## src/rtl/audio_pkg.sv

```systemverilog
// audio_pkg: player state encoding, default widths and the base-octave note table
// used when AUDIO_NOTE_LUT_EN is defined.
package audio_pkg;
  localparam int DATA_W_DEF   = 8;
  localparam int DIV_W_DEF    = 16;
  localparam int DUR_W_DEF    = 8;
  localparam int TICK_DIV_DEF = 50000;
  typedef enum logic [1:0] {IDLE = 2'd0, PLAY = 2'd1, DONE = 2'd2} state_e;
  // Half periods in 50 MHz clocks for C5..B5; indices 12..15 are rests.
  localparam logic [15:0] NOTE_HALF_PERIOD [16] = '{
    16'd47778, 16'd45097, 16'd42566, 16'd40177, 16'd37922, 16'd35793,
    16'd33784, 16'd31888, 16'd30098, 16'd28409, 16'd26815, 16'd25310,
    16'd0, 16'd0, 16'd0, 16'd0
  };
endpackage

```

## src/rtl/audio_tone_gen.sv

```systemverilog
// audio_tone_gen: square wave toggling every half_period clocks while enabled;
// a zero half_period is a rest and holds the wave low.
module audio_tone_gen #(
  parameter int DIV_W = 16
) (
  input  logic             clk,
  input  logic             reset,
  input  logic             en,
  input  logic [DIV_W-1:0] half_period,
  output logic             wave
);
  logic [DIV_W-1:0] cnt_q;
  logic             wave_q;
  // Using >= lets a shrunk half_period restart the count instead of running past it.
  always_ff @(posedge clk or negedge reset) begin
    if (!reset) begin
      cnt_q  <= '0;
      wave_q <= 1'b0;
    end else if (!en || half_period == '0) begin
      cnt_q  <= '0;
      wave_q <= 1'b0;
    end else if (cnt_q >= half_period - 1'b1) begin
      cnt_q  <= '0;
      wave_q <= ~wave_q;
    end else begin
      cnt_q <= cnt_q + 1'b1;
    end
  end
  assign wave = wave_q;
endmodule

```

## src/rtl/audio_player.sv

```systemverilog
// audio_player: duration/frequency registers, IDLE/PLAY/DONE play sequencer and buzzer output.
// Define AUDIO_NOTE_LUT_EN to map frequency-set operands through the chromatic note table.
module audio_player import audio_pkg::*; #(
  parameter int DATA_W   = DATA_W_DEF,
  parameter int DIV_W    = DIV_W_DEF,
  parameter int DUR_W    = DUR_W_DEF,
  parameter int TICK_DIV = TICK_DIV_DEF
) (
  input  logic              clk,
  input  logic              reset,
  input  logic              audioreg,
  input  logic              audioact,
  input  logic              s_cont,
  input  logic [DATA_W-1:0] data_in,
  output logic              cont,
  output logic              audio_out,
  output logic              busy
);
  localparam int TW = $clog2(TICK_DIV);
  state_e           state_q, state_d;
  logic [DUR_W-1:0] dur_reg_q, dur_reg_d, dur_cnt_q, dur_cnt_d;
  logic [DIV_W-1:0] half_period_q, half_period_d, hp_new;
  logic [TW-1:0]    tick_q, tick_d;
  logic             tick_wrap, wave;
`ifdef AUDIO_NOTE_LUT_EN
  assign hp_new = DIV_W'(NOTE_HALF_PERIOD[data_in[3:0]] >> data_in[6:4]);
`else
  assign hp_new = DIV_W'(data_in) << (DIV_W - DATA_W);
`endif
  assign tick_wrap = tick_q == TW'(TICK_DIV - 1);
  always_comb begin
    state_d       = state_q;
    dur_cnt_d     = dur_cnt_q;
    tick_d        = tick_q;
    dur_reg_d     = audioreg ? data_in[DUR_W-1:0] : dur_reg_q;
    half_period_d = (audioact && s_cont) ? hp_new : half_period_q;
    case (state_q)
      IDLE: if (audioact && !s_cont) begin
        state_d   = PLAY;
        dur_cnt_d = dur_reg_q;
        tick_d    = '0;
      end
      PLAY: if (dur_cnt_q == '0) begin
        state_d = DONE;
      end else begin
        tick_d    = tick_wrap ? '0 : tick_q + 1'b1;
        dur_cnt_d = tick_wrap ? dur_cnt_q - 1'b1 : dur_cnt_q;
      end
      default: state_d = IDLE;
    endcase
  end
  always_ff @(posedge clk or negedge reset) begin
    if (!reset) begin
      state_q       <= IDLE;
      dur_reg_q     <= '0;
      dur_cnt_q     <= '0;
      half_period_q <= '0;
      tick_q        <= '0;
    end else begin
      state_q       <= state_d;
      dur_reg_q     <= dur_reg_d;
      dur_cnt_q     <= dur_cnt_d;
      half_period_q <= half_period_d;
      tick_q        <= tick_d;
    end
  end
  audio_tone_gen #(.DIV_W(DIV_W)) u_tone (
    .clk        (clk),
    .reset      (reset),
    .en         (busy),
    .half_period(half_period_q),
    .wave       (wave)
  );
  assign busy      = state_q == PLAY;
  assign cont      = state_q == DONE;
  assign audio_out = wave && busy;
endmodule

```

## config.mk

```make
export PLATFORM = sky130hd
export DESIGN_NAME = audio_player
export DESIGN_NICKNAME = d
export VERILOG_FILES = /design/src/rtl/audio_pkg.sv /design/src/rtl/audio_tone_gen.sv /design/src/rtl/audio_player.sv
export SDC_FILE = /design/constraint.sdc
export NUM_CORES = 1
export LEC_CHECK = 0
export BUFFER_PORTS_ARGS = -buffer_cell sky130_fd_sc_hd__clkbuf_2
export CORE_MARGIN = 8
export CORE_UTILIZATION = 30
export DETAILED_ROUTE_END_ITERATION = 16
export SLEW_MARGIN = 10
export SYNTH_ARGS = -nofsm -noshare
export SYNTH_HDL_FRONTEND = slang
export SYNTH_SLANG_ARGS = --single-unit
```

## constraint.sdc

```tcl
create_clock -name clk -period 6 [get_ports clk]
set_input_delay 1.2 -clock clk [delete_from_list [all_inputs] [get_ports clk]]
set_output_delay 1.2 -clock clk [all_outputs]
set_load 0.03 [all_outputs]
```

== Word-level counts from Yosys, hierarchy flattened ==
Index checks and enable logic that the tools add are counted.
Storage, ports and cells
  register bits: 59
  input port bits: 13
  output and inout bits: 3
  word-level logic and storage cells: 49
Operators by class
  add/subtract/negate cells: 4
  order comparisons: 1
  eq/ne operators: 7
  multiplexer cells: 15
  bitwise logic cells: 1
  reduce and logical (&&, ||, !) cells: 14
Operators by type and width (count)
  16-bit 2-to-1 mux: 5
  16-bit by 1-bit adder with 16-bit output, second input constant: 2
  16-bit one-hot mux with 2 select lines: 1
  8-bit 2-to-1 mux: 3
  16-bit == test, second input constant: 1
  16-bit greater-or-equal comparator: 1
  16-bit logical NOT: 1
  8-bit one-hot mux with 2 select lines: 1
  16-bit by 1-bit subtractor with 16-bit output, second input constant: 1
  8-bit logical NOT: 1
  8-bit by 1-bit subtractor with 8-bit output, second input constant: 1
  2-bit 2-to-1 mux: 2
  2-bit by 1-bit inequality test with 1-bit output, second input constant: 2
  2-bit inequality test, second input constant: 2
  2-bit one-hot mux with 2 select lines: 1
  4-bit AND reduction: 1
  2-bit nonzero test: 2
  1-bit logical AND: 3
  3-bit AND reduction: 1
  2-bit by 1-bit == test with 1-bit output, second input constant: 1
  2-bit == test, second input constant: 1
  1-bit logical NOT: 2
  2-bit logical NOT: 1
  1-bit 2-to-1 mux: 2
  other kinds (3): 3

== Longest topological paths before layout ==
  depth after elaboration: 4
  depth in mapped cells: 10
  gate-level depth less buffers: 9

== Cells and area by module ==
From an unflattened synthesis, not the netlist that was laid out.
Unflattened totals
  cell total of the unflattened synthesis: 376
  area, all modules: 3731.1 sq um
By module, submodules not included
  audio_player: instances 1, cells each 224, area an instance 2299.7 sq um, seq. area each 1051.0 sq um
  audio_tone_gen: instances 1, cells each 152, area an instance 1431.4 sq um, seq. area each 425.4 sq um

== Least setup slack after synthesis ==
No wires, ideal clock.
  path type: register to output
  start point: register state_q[1]
  end point: output port audio_out
  data arrival time: 1550 ps
  data required time: 4800 ps
  setup slack: 3250 ps
  cell stages (with the launch flop): 5
  path buffers: 1
  cells stage by stage: dfrtp_1 -> nand2b_1 -> inv_1 -> clkbuf_1 -> and2_1
Between the ends
  word-level cells in the longest chain between the ends: 2
Ends and longest elaborated chain
  start, declared: RTL line audio_player.sv:20  | state_e state_q, state_d;
  start signal, assigned: RTL line audio_player.sv:60  | state_q <= state_d;
  2-bit by 1-bit == test with 1-bit output: RTL line audio_player.sv:74  | assign busy = state_q == PLAY;
  named net busy: RTL line audio_player.sv:17  | output logic busy
  1-bit logical AND: RTL line audio_player.sv:76  | assign audio_out = wave && busy;
  end, declared: RTL line audio_player.sv:16  | output logic audio_out,
The timed path passes the listed nets, and every way through them passes these cells.

== Worst setup path in the final report ==
  start point: register state_q[1]
  end point: output port audio_out
Between the ends
  word-level cells in the longest chain between the ends: 2
Ends and longest elaborated chain (RTL line)
  2-bit by 1-bit == test with 1-bit output: audio_player.sv:74
  1-bit logical AND: audio_player.sv:76
Every way passes these cells.

==> impl_metrics.py <==
metrics = {
    "worst_setup_path": {
        "path_max_fanout": 25,
        "arrival_ns": 2.47,
        "endpoint_kind": "output pin",
        "worstSetupPathType": "reg -> out",
        "required_ns": 4.80,
        "start_kind": "register",
    },
    "sta": {
        "finalHoldViolCount": 0,
        "finalSetupViolCount": 0,
        "worstMarginPinSlew_ns": 0.8127,
        "post-route-period-util": 0.6113,
        "fin_skew_ns": 0.007608,
        "slew_headroom": 0.4582,
        "min_period_ns": 3.668,
        "whs_ns": 0.4979,
        "slew_violations": 0,
        "rsz0062_at_grt": "false",
        "tns_ns": 0,
        "max_clock_freq_ghz": 0.2726,
    },
    "power": {
        "ir_drop_mv": 0.2518,
        "power.switching_uw": 298.4,
        "p_comb_frac": 0.109,
        "clkPwrFrac": 0.463,
        "swShare": 0.2673,
        "intPower_uw": 817.9,
        "power_density_mw_per_mm2": 284.6,
        "p_leak_nw": 1.585,
        "p_total_mw": 1.116,
        "seqPwrFrac": 0.429,
    },
    "final_layout": {
        "final.fill_count": 1105,
        "nets": 391,
        "diodes": 0,
        "syn_to_final_growth_pct": 15.13,
        "drive_gt1_frac": 0.1545,
    },
    "floorplanning": {
        "fp.dieW_um": 122.6,
        "die_y_um": 122.6,
        "rows": 39,
        "ios": 16,
        "die_area_mm2": 0.01502,
        "start_util": 0.3023,
        "core_area_mm2": 0.01127,
    },
    "flow_run": {
        "maxCapViolCount": 0,
    },
    "cts": {
        "cts_setup_buffers": 0,
        "clock_latency_ns": 0.33,
        "cts_buffers": 9,
        "holdBufCountCts": 0,
        "cts.sinks": 59,
        "clk_path_buf_depth": 2,
        "clockRootBuffer": "clkbuf_16",
        "cts.repair.resized": 0,
        "htree_levels": 3,
        "clkTransAtPathRegs_ns": 0.05,
        "cts_tree": "yes",
    },
    "run_status": {
        "outcome": "completed",
    },
    "logic_synthesis": {
        "synth-edff-count": 0,
        "synth.yosys.warnings": 0,
        "synth-main-ff-cell": "dfrtp_1",
        "synth.avg_cell_area_um2": 9.734,
        "synth_async_sr_flop_share": 1.000,
        "ys_types": 57,
        "syn-num-nets": 377,
        "synth_area_mm2": 0.003407,
        "syn_inst": 350,
        "yosysSeqAreaShare": 0.4333,
        "ys_ff_latch": 59,
    },
    "route": {
        "drc_errors": 0,
        "routed_wl_mm": 7.862,
        "vias": 2786,
        "ant_nets": 0,
        "wire_per_inst_um": 15.36,
        "firstDrtPassIters": 5,
        "drt-initial-drc-count": 199,
        "via_per_inst": 5.441,
    },
    "global_routing": {
        "antenna_found_initial": 0,
        "grt_pass1_wl_mm": 13.28,
        "grt_max_degree": 60,
        "track_usage": 0.1101,
        "grt_overflow": 0,
        "grt_pass1_vias": 2658,
    },
    "hold_path": {
        "worstHoldPathType": "reg -> reg",
    },
    "placement": {
        "port_buffers": 15,
        "hpwl_mm": 5.353,
        "gp_congestion": 0.8153,
    },
}
==> cells in the final DEF, fill, tap and decap left out, drive strengths merged, types with 4 or more instances in the layout <==
cell type / instances
a211oi: 4
nor2: 13
clkinv: 4
a31oi: 9
and4: 4
nand2: 33
o211ai: 6
clkbuf: 24
dfrtp: 59
a21oi: 6
o22ai: 7
o31ai: 4
nor3: 17
nand2b: 6
xor2: 8
mux2: 17
nand3: 23
nand4: 15
inv: 17
ha: 14
o21ai: 10
xnor2: 10
and3: 4
or4: 4
nor4: 9
==> area by class of cell <==
type,instances,area (um^2),share of cell area
clock buffers,9,225.2,0.05742
clock inverters,7,76.32,0.01946
well taps,143,178.9,0.04561
inverters,17,63.81,0.01627
multi-input cells,259,1804,0.4600
flip-flops and latches,59,1476,0.3764
repair buffers,18,97.59,0.02488
==> final timing paths <==
check / startpoint / to / slack [ns] / cells past startpoint
worst max-delay path: state_q[1] / audio_out / 2.33 / 4
worst min-delay path: u_tone.cnt_q[0] / u_tone.cnt_q[0] / 0.50 / 1
worst max register to register: half_period_q[11] / u_tone.cnt_q[14] / 3.15 / 8
worst min register to register: u_tone.cnt_q[0] / u_tone.cnt_q[0] / 0.50 / 1
max in group asynchronous: reset / u_tone.cnt_q[3] / 4.47 / 2
min in group asynchronous: reset / tick_q[12] / 1.02 / 2
==> power by group through the flow <==
stage | Clock, mW | Sequential, mW | Combinational [mW]
final | 0.516 | 0.479 | 0.121
after global routing | 0.546 | 0.484 | 0.138
after CTS | 0.529 | 0.479 | 0.123
after detailed placement | 0 | 0.485 | 0.123
after global placement | 0 | 0.483 | 0.116
after floorplan | 0 | 0.468 | 0.0985
==> cells in the mapped netlist, types with 7 or more instances <==
cell      instances  area share
nor2_1           13       0.014
o22ai_1           7       0.013
inv_1            16       0.018
a31oi_1           9       0.017
xor2_1            8       0.021
mux2_2           17       0.056
o21ai_0           9       0.013
nor3_1           17       0.025
xnor2_1          10       0.026
nor4_1            8       0.015
ha_1             14       0.051
nand3_1          23       0.034
clkbuf_1         10       0.011
nand2_1          33       0.036
dfrtp_1          59        0.43
nand4_1          14       0.026
==> logic make-up (layout without fill, tap and decap cells) <==
logic type / after synthesis / in the layout / share of synthesized area
xor gates and xnor gates: 18 / 18 / 0.04627
AOI/OAI and AO/OA: 65 / 65 / 0.1333
buffers and inverters: 32 / 51 / 0.03709
adders and majority gates: 14 / 14 / 0.05141
and+or+nand+nor: 142 / 142 / 0.2336
DFF: 59 / 59 / 0.4333
muxes: 20 / 20 / 0.06500
==> registers in the layout, summed over array words and instances, names as in the netlist <==
| name | count |
|---|---|
| dur_reg_q | 8 |
| state_q | 2 |
| tick_q | 16 |
| dur_cnt_q | 8 |
| u_tone.wave | 1 |
| half_period_q | 8 |
| u_tone.cnt_q | 16 |
==> metal layers <==
metal,track usage,up-vias,wire length [um]
met5,0,-,0
met1,0.1404,1362,3741
met4,0.05027,0,138
met2,0.1715,64,3664
met3,0.02898,8,317
li1,-,1352,-
==> worst max-delay path, cell delays in order (launching register included) <==
cell      delay [ns]
dfrtp_1         0.35
nand2b_1        0.65
inv_1           0.61
and2_1          0.33
clkbuf_2        0.19
==> stage by stage <==
stage | worst slack (ns) | utilization | area [um^2] | std cells
4_1_cts | 2.343 | 0.3473 | 3915 | 511
6_report | 2.332 | 0.3480 | 3923 | 512
2_1_floorplan | 3.250 | - | 3407 | 350
3_3_place_gp | 2.735 | 0.3206 | 3613 | 495
5_1_grt | 2.118 | 0.3480 | 3923 | 512
3_5_place_dp | 2.706 | 0.3206 | 3613 | 495
No activity file was read; power rests on OpenSTA's default activity.
